`src/rtl/k007232_mixer.sv`:
```
// k007232 output mixer: per-channel 4-bit volume with stepped ramping, 3-stage multiply/sum pipeline.
// Build option: define K007232_MIX_CLIP_EN to saturate the sum instead of wrapping it to OUT_W bits.
module k007232_mixer #(
  parameter int OUT_W      = 12,
  parameter int GAIN_SHIFT = 1,
  parameter int RAMP_DIV   = 16
) (
  input  logic                    CLK,
  input  logic                    NRES,
  input  logic                    SMP_STB,
  input  logic [6:0]              ASD,
  input  logic [6:0]              BSD,
  input  logic                    SLEV,
  input  logic [7:0]              DB,
  output logic signed [OUT_W-1:0] OUT,
  output logic                    OUT_VLD,
  output logic [3:0]              VOL_A,
  output logic [3:0]              VOL_B,
  output logic                    RAMP_BUSY
);

  localparam int RCNT_W = (RAMP_DIV > 1) ? $clog2(RAMP_DIV) : 1;
  localparam logic [RCNT_W-1:0] RCNT_LAST = RCNT_W'(RAMP_DIV - 1);
  localparam logic signed [31:0] SAT_MAX = (32'sd1 <<< (OUT_W - 1)) - 32'sd1;
  localparam logic signed [31:0] SAT_MIN = -(32'sd1 <<< (OUT_W - 1));

  logic              slev_s1_reg, slev_s2_reg, slev_d_reg;
  logic [7:0]        db_s1_reg, db_s2_reg, hold_reg;
  logic [RCNT_W-1:0] rcnt_reg;
  logic              v1_reg, v2_reg, out_vld_reg;
  logic signed [OUT_W-1:0] out_reg;
  logic signed [OUT_W-1:0] out_next;
  logic signed [31:0]      sum_full;

  logic              slev_rise;
  logic              ramp_step;
  logic [1:0][6:0]   smp_bus;
  logic [1:0][3:0]   vol_bus;
  logic [1:0][3:0]   tgt_bus;
  logic [1:0][11:0]  prod_bus;

  // CPU write path: SLEV and DB are both asynchronous, so each gets two flops
  always_ff @(posedge CLK or negedge NRES) begin
    if (!NRES) begin
      slev_s1_reg <= 1'b1;
      slev_s2_reg <= 1'b1;
      slev_d_reg  <= 1'b1;
      db_s1_reg   <= '0;
      db_s2_reg   <= '0;
      hold_reg    <= '0;
    end else begin
      slev_s1_reg <= SLEV;
      slev_s2_reg <= slev_s1_reg;
      slev_d_reg  <= slev_s2_reg;
      db_s1_reg   <= DB;
      db_s2_reg   <= db_s1_reg;
      if (!slev_s2_reg)
        hold_reg <= db_s2_reg;
    end
  end

  assign slev_rise = slev_s2_reg & ~slev_d_reg;
  assign ramp_step = SMP_STB && (rcnt_reg == RCNT_LAST);

  always_ff @(posedge CLK or negedge NRES) begin
    if (!NRES) begin
      rcnt_reg    <= '0;
      v1_reg      <= 1'b0;
      v2_reg      <= 1'b0;
      out_vld_reg <= 1'b0;
      out_reg     <= '0;
    end else begin
      if (SMP_STB)
        rcnt_reg <= ramp_step ? '0 : rcnt_reg + 1'b1;
      v1_reg      <= SMP_STB;
      v2_reg      <= v1_reg;
      out_vld_reg <= v2_reg;
      if (v2_reg)
        out_reg <= out_next;
    end
  end

  assign smp_bus = {BSD, ASD};

  // Channel 0 is A (DB[7:4]), channel 1 is B (DB[3:0])
  for (genvar gi = 0; gi < 2; gi++) begin : g_ch
    logic [3:0]         vol_reg, tgt_reg, va_reg, tgt_wr;
    logic signed [7:0]  sa_reg;
    logic signed [11:0] pa_reg;

    assign tgt_wr = hold_reg[4*(1-gi) +: 4];

    always_ff @(posedge CLK or negedge NRES) begin
      if (!NRES) begin
        tgt_reg <= '0;
        vol_reg <= '0;
        va_reg  <= '0;
        sa_reg  <= '0;
        pa_reg  <= '0;
      end else begin
        if (slev_rise)
          tgt_reg <= tgt_wr;
        // Step compares against the target held before any write landing this cycle
        if (ramp_step && (vol_reg != tgt_reg))
          vol_reg <= (vol_reg < tgt_reg) ? vol_reg + 4'd1 : vol_reg - 4'd1;
        if (SMP_STB) begin
          sa_reg <= $signed({1'b0, smp_bus[gi]} - 8'd64);
          va_reg <= vol_reg;
        end
        if (v1_reg)
          pa_reg <= $signed({{4{sa_reg[7]}}, sa_reg}) * $signed({8'd0, va_reg});
      end
    end

    assign vol_bus[gi]  = vol_reg;
    assign tgt_bus[gi]  = tgt_reg;
    assign prod_bus[gi] = pa_reg;
  end

  always_comb begin
    sum_full = ($signed({{20{prod_bus[0][11]}}, prod_bus[0]}) +
                $signed({{20{prod_bus[1][11]}}, prod_bus[1]})) <<< GAIN_SHIFT;
    out_next = OUT_W'(sum_full);
`ifdef K007232_MIX_CLIP_EN
    if (sum_full > SAT_MAX)
      out_next = OUT_W'(SAT_MAX);
    else if (sum_full < SAT_MIN)
      out_next = OUT_W'(SAT_MIN);
`endif
  end

  assign OUT       = out_reg;
  assign OUT_VLD   = out_vld_reg;
  assign VOL_A     = vol_bus[0];
  assign VOL_B     = vol_bus[1];
  assign RAMP_BUSY = (vol_bus[0] != tgt_bus[0]) || (vol_bus[1] != tgt_bus[1]);

endmodule

```
`config.mk`:
```
export PLATFORM = sky130hd
export DESIGN_NAME = k007232_mixer
export DESIGN_NICKNAME = d
export VERILOG_FILES = /design/src/rtl/k007232_mixer.sv
export SDC_FILE = /design/constraint.sdc
export NUM_CORES = 1
export LEC_CHECK = 0
export CORE_ASPECT_RATIO = 0.6
export CORE_MARGIN = 5
export CORE_UTILIZATION = 40
export DETAILED_ROUTE_END_ITERATION = 6
export SYNTH_ARGS = -nofsm -noshare
export SYNTH_HDL_FRONTEND = slang
export SYNTH_SLANG_ARGS = --single-unit
```
`constraint.sdc`:
```
create_clock -name CLK -period 4.8 [get_ports CLK]
set_input_delay 1.2 -clock CLK [delete_from_list [all_inputs] [get_ports CLK]]
set_output_delay 1.2 -clock CLK [all_outputs]
set_load 0.05 [all_outputs]
```
==> results.py, run 1 <==
metrics = {
    "detailed_routing": {
        "wl_mm": 12.00,
        "vias": 4072,
        "ant_nets": 0,
        "viasPerCell": 4.882,
        "wl_per_cell_um": 14.39,
        "drc": 0,
        "drtIter0Drc": 130,
        "drt_first_pass_iters": 4,
    },
    "clock_network": {
        "numCtsBuffers": 9,
        "post-cts-setup-buffer-count": 0,
        "clockBufferDepth": 2,
        "path_clk_slew_ns": 0.08,
        "ctsResizeCount": 0,
        "htree_levels": 3,
        "tritoncts": "done",
        "cts.sinks": 105,
        "clk_latency_ns": 0.34,
        "cts_hold_buf": 0,
        "clk_root_buffer_cell": "clkbuf_16",
    },
    "final_layout": {
        "regArea_um2": 2631,
        "diodes": 0,
        "drive_gt1_share_pct": 13.63,
        "largest_reg_flops": 22,
        "final_nets": 744,
        "postLayoutCoreUtil_pct": 47.74,
        "fill_cells": 1459,
        "area_growth_pct": 15.51,
        "multiInputGateArea_um2": 3501,
    },
    "yosys": {
        "synth_top_family_by_area": "adder cells",
        "yosys_warnings": 0,
        "synth_compound_area_share_pct": 9.010,
        "synth.cells.most_frequent": "dfrtp_1 (102), inv_1 (71), ha_1 (61), mux2_2 (51), and2_1 (41)",
        "synthTopCellsByArea": "dfrtp_1 (40%), ha_1 (12%), fa_1 (9.6%)",
        "ys_seq_area_share_pct": 40.83,
        "yosysTopAreaCell": "dfrtp_1",
        "synth-simple-area-share_pct": 9.981,
        "syn_avg_cell_area_um2": 11.19,
        "synth_xor_area_share_pct": 4.350,
        "synthArstFlopShare_pct": 100.0,
        "synth_seq_cells": 105,
        "synth_most_common_cell": "dfrtp_1",
        "ys_types": 47,
        "synthCells": 576,
        "synthesis.nets": 694,
        "synth_area_um2": 6444,
        "synthMuxAreaShare_pct": 9.456,
        "synth_flop_cell": "dfrtp_1",
        "synth_fa_ha_area_share_pct": 21.48,
        "synth_top_area_share_pct": 39.61,
        "synth_edf_count": 0,
    },
    "timing": {
        "slew_viol_final": 0,
        "maxSlewHeadroom_pct": 27.69,
        "rsz0062_at_grt": "no",
        "min_period_over_period_pct": 74.42,
        "setup-violations-final": 0,
        "finalSetupTns_ns": 0,
        "hold_slack_ns": 0.3520,
        "fmax_mhz": 279.9,
        "fin_crit_ns": 3.572,
        "tightest_slew_ns": 1.085,
        "skew_ns": 0.009809,
        "hold_viol": 0,
    },
    "job": {
        "cap_violations": 0,
    },
    "global_route": {
        "grt_start_max_net_pins": 46,
        "grt_pass1_wl_mm": 20.95,
        "globalRouteTotalUtil_pct": 13.54,
        "overflow": 0,
        "grt_pass1_vias": 4267,
        "antenna_found_initial": 0,
    },
    "worst_hold_path": {
        "hp-class": "flip-flop to flip-flop",
    },
    "pwr": {
        "p_per_area_nw_per_um2": 567.5,
        "total_power_uw": 4224,
        "peakVddDrop_mv": 0.2809,
        "leakagePower_uw": 0.003621,
    },
    "setup_path": {
        "crit_arrival_ns": 2.37,
        "crit_fanout": 6,
        "crit_path_end_kind": "output port",
        "crit_type": "flip-flop to output port",
        "startpoint_type": "flip-flop",
        "crit_required_ns": 3.60,
    },
    "floorplan": {
        "placeableCoreArea_um2": 15590,
        "placementRows": 35,
        "boundaryPins": 48,
        "die_width_um": 173.9,
        "die-area_um2": 18830,
        "die_y_um": 108.3,
        "start_util_pct": 41.33,
    },
    "placed_design": {
        "io_buffers": 46,
        "dp_hpwl_mm": 9.413,
        "gp_congestion": 0.8601,
    },
    "outcome": {
        "status": "finished, final reports clean",
    },
}
-- metal layers --
layer  global-route usage, %  vias up  routed length, um
met5                       0        -                  0
met4                   2.372        0                 65
met3                   3.319        6                383
met2                   20.68       43               5127
met1                   19.88     2001               6424
li1                        -     2022                  -
-- worst paths after layout --
path                                   start           endpoint  slack [ns]  cells after the start
setup / recovery                    VOL_A[0]          RAMP_BUSY        1.23                      5
hold / removal                  db_s1_reg[2]       db_s2_reg[2]        0.35                      0
setup reg to reg           g_ch[0].va_reg[2]  g_ch[0].pa_reg[9]        1.28                     12
hold reg to reg                 db_s1_reg[2]       db_s2_reg[2]        0.35                      0
max in group asynchronous               NRES        slev_s2_reg        3.04                      2
min in group asynchronous               NRES            OUT[10]        0.85                      1
-- worst max-delay path: stages (launching register included) --
cell and delay, ns:
dfrtp_1 0.50, inv_1 0.08, ha_1 0.28, nand4_1 0.14
or2_2 0.33, clkdlybuf4s50_1 0.70
-- area by class of cell --
cell class                 count  share of cell area, %
multi-input combinational    390                  47.03
sequential                   105                  35.35
timing repair buffer          49                  6.455
inverter                      71                  3.580
tap                          203                  3.412
clock buffer                   9                  3.026
clock inverter                 7                  1.143
-- kinds of logic (layout without fill, tap and decap cells) --
family	Yosys count	after routing
AO/OA/AOI/OAI	87	87
XOR/XNOR	32	32
adder cells (fa/ha/maj)	92	92
buffers and inverters	81	136
flip-flops	105	105
multiplexers	54	54
other	1	1
AND/OR/NAND/NOR	124	124
-- through the flow --
| step | area [um^2] | cells | worst slack, ns |
|---|---|---|---|
| after detailed placement | 7133 | 818 | 1.295 |
| after global routing | 7443 | 834 | 1.061 |
| after floorplan | 6444 | 576 | 1.551 |
| after global placement | 7133 | 818 | 1.414 |
| after CTS | 7443 | 834 | 1.221 |
| final | 7443 | 834 | 1.228 |
-- report_power, final --
group	internal (uW)	leakage, uW	switching (uW)	total (uW)
Combinational	978	0.00219	1160	2140
Clock	371	0.000146	368	739
Sequential	1120	0.00129	233	1350
-- cells in the final DEF, fill, tap and decap left out, types with 14 or more instances in the layout --
| cell type | instances |
|---|---|
| a21oi_1 | 21 |
| and2_1 | 41 |
| clkdlybuf4s50_1 | 45 |
| dfrtp_1 | 102 |
| fa_1 | 31 |
| ha_1 | 61 |
| inv_1 | 71 |
| mux2_2 | 51 |
| nand2_1 | 38 |
| nor2_1 | 14 |
| o21ai_0 | 23 |
| xnor2_1 | 26 |
Note: power is estimated with default switching activity, not from simulation.
==> run 2, diff against run 1 <==
- clock period: 4.8 -> 3.2 ns (I/O delays scaled with it)
==> run 2 against run 1 <==
  * Sequential share of layout area down 4.1 points
  * The flow now finishes with violations (negative setup slack)
  * Combinational power up 100%
  * Critical path depth up 6
  * Die area unchanged
  * Clock skew down 0.00052 ns
==> results.py, run 2 (synthesized netlist as in run 1, its figures left out) <==
metrics = {
    "outcome": {
        "status": "finished with violations",
        "violations": "negative setup slack",
    },
    "timing": {
        "setup_ws_ns": -0.1278,
        "hold_viol": 0,
        "skew_ns": 0.009288,
        "rsz0062_at_grt": "yes",
        "tightest_slew_ns": 0.7493,
        "setup-violations-final": 5,
        "slew_viol_final": 0,
        "fmax_mhz": 300.5,
        "fin_crit_ns": 3.328,
        "min_period_over_period_pct": 104.0,
        "maxSlewHeadroom_pct": 50.05,
    },
    "detailed_routing": {
        "ant_nets": 0,
        "drtIter0Drc": 231,
        "wl_per_cell_um": 15.24,
        "drc": 0,
        "vias": 4412,
        "wl_mm": 13.61,
        "viasPerCell": 4.941,
        "drt_first_pass_iters": 7,
    },
    "setup_path": {
        "critPathTopFamily": "adder cells",
        "cp_cell_sequence": "buf_6, and2_4, ha_4, fa_1, fa_1, ha_4, a21o_1, or3_4, o22ai_2, xnor2_1, mux2_4",
        "setup.worst_path.end": "g_ch[1].pa_reg[10]",
        "rr_startpoint": "g_ch[1].va_reg[2]",
        "rrSetupSlack_ns": -0.13,
        "critPathLaunch": "g_ch[1].va_reg[2]",
        "crit_required_ns": 3.43,
        "startpoint_type": "flip-flop",
        "crit_cells": 11,
        "crit_type": "flip-flop to flip-flop",
        "max_stage_delay_ns": 0.56,
        "r2r_end": "g_ch[1].pa_reg[10]",
        "r2r_cells": 11,
        "crit_path_end_kind": "flip-flop",
        "path_buf_inv": 1,
        "cpMaxStageDelayCell": "fa_1",
        "crit_fanout": 4,
        "crit_arrival_ns": 3.56,
    },
    "placed_design": {
        "gp_congestion": 0.7839,
        "dp_cells": 864,
        "dp_hpwl_mm": 9.922,
        "placed_area_um2": 7491,
        "io_buffers": 46,
    },
    "clock_network": {
        "clockBufferDepth": 2,
        "cts.sinks": 105,
        "path_clk_slew_ns": 0.09,
        "tritoncts": "done",
        "htree_levels": 3,
        "cts_hold_buf": 0,
        "clk_root_buffer_cell": "clkbuf_16",
        "clk_latency_ns": 0.35,
        "numCtsBuffers": 9,
    },
    "final_layout": {
        "layout_commonest_cell": "dfrtp_1",
        "final_cell_mix": "dfrtp_1 (98), inv_1 (56), buf_4 (52)",
        "layoutNonFillerInstCount": 893,
        "diodes": 0,
        "largest_reg_flops": 22,
        "final_area_um2": 8442,
        "drive_gt1_share_pct": 32.17,
        "final_nets": 803,
        "area_growth_pct": 31.01,
    },
    "floorplan": {
        "placementRows": 35,
        "start_util_pct": 41.33,
        "boundaryPins": 48,
        "placeableCoreArea_um2": 15590,
        "die_y_um": 108.3,
        "die_width_um": 173.9,
        "die-area_um2": 18830,
    },
    "worst_hold_path": {
        "hp-class": "flip-flop to flip-flop",
    },
    "global_route": {
        "overflow": 0,
        "globalRouteTotalUtil_pct": 14.77,
        "grt_start_max_net_pins": 57,
        "antenna_found_initial": 0,
        "grt_pass1_wl_mm": 22.78,
        "grt_pass1_vias": 4654,
    },
    "pwr": {
        "peakVddDrop_mv": 0.5670,
        "leakagePower_uw": 0.003939,
        "p_per_area_nw_per_um2": 883.4,
    },
    "job": {
        "cap_violations": 0,
    },
}
run 2: cell types whose count changed in the layout (fill, tap and decap cells not counted), moves of 9 or more:
cell    delta
ha_4      +23
inv_1     -15
buf_4     +48
ha_1      -26
buf_6     +10
inv_2     +15
and2_4     +9
and2_1     -9
run 2: worst register-to-register path, cell delays in order (launching register included):
cell,delay (ns)
dfrtp_2,0.43
buf_6,0.13
and2_4,0.13
ha_4,0.23
fa_1,0.56
fa_1,0.47
ha_4,0.27
a21o_1,0.18
or3_4,0.34
o22ai_2,0.14
xnor2_1,0.08
mux2_4,0.26
run 2: layer usage:
layer | vias up | wire, um | global-route usage, %
met4 | 0 | 200 | 3.670
met2 | 55 | 6216 | 22.57
met1 | 2198 | 6854 | 21.53
li1 | 2140 | - | -
met3 | 19 | 340 | 3.180
met5 | - | 0 | 0
run 2: worst min-delay path by stage:
stage,depth (start not counted),slack (ns),from,to
floorplan,0,0.33,db_s1_reg[0],db_s2_reg[0]
global placement,0,0.33,db_s1_reg[4],db_s2_reg[4]
detailed placement,0,0.33,db_s1_reg[0],db_s2_reg[0]
CTS,0,0.36,db_s1_reg[6],db_s2_reg[6]
global route,0,0.36,db_s1_reg[1],db_s2_reg[1]
finish,0,0.36,db_s1_reg[4],db_s2_reg[4]
run 2: metrics by stage:
| step | power [uW] | hold WS, ns | setup TNS (ns) | setup slack [ns] | utilization, % |
|---|---|---|---|---|---|
| floorplan | 4422 | 0.3312 | -0.02871 | -0.02871 | - |
| global placement | 5469 | 0.3332 | -0.8249 | -0.1334 | 48.05 |
| detailed placement | 5595 | 0.3347 | -1.534 | -0.2735 | 48.05 |
| CTS | 7201 | 0.3590 | -0.3462 | -0.1133 | 52.47 |
| global route | 8068 | 0.3642 | -0.8919 | -0.1876 | 54.15 |
| finish | 7457 | 0.3559 | -0.2602 | -0.1278 | 54.15 |
run 2: timing repair:
| item | 4_1_cts | 5_1_grt |
|---|---|---|
| hold endpoints to repair | 0 | 0 |
| setup endpoints to repair | 10 | 10 |
| buffers inserted | 11 | 2 |
| pin swaps | 49 | 42 |
| gates resized for setup | 57 | 45 |
run 2: final cells by class:
class,count,area [um^2]
fill,1336,7148
multi-input combinational,390,3988
sequential,105,2636
timing repair buffer,108,975.9
inverter,71,266.5
tap,203,254.0
clock buffer,9,225.2
clock inverter,7,96.34
run 2: report_power, final:
group | internal [uW] | switching [uW]
clock network | 573 | 580
registers | 1680 | 312
logic | 2140 | 2170
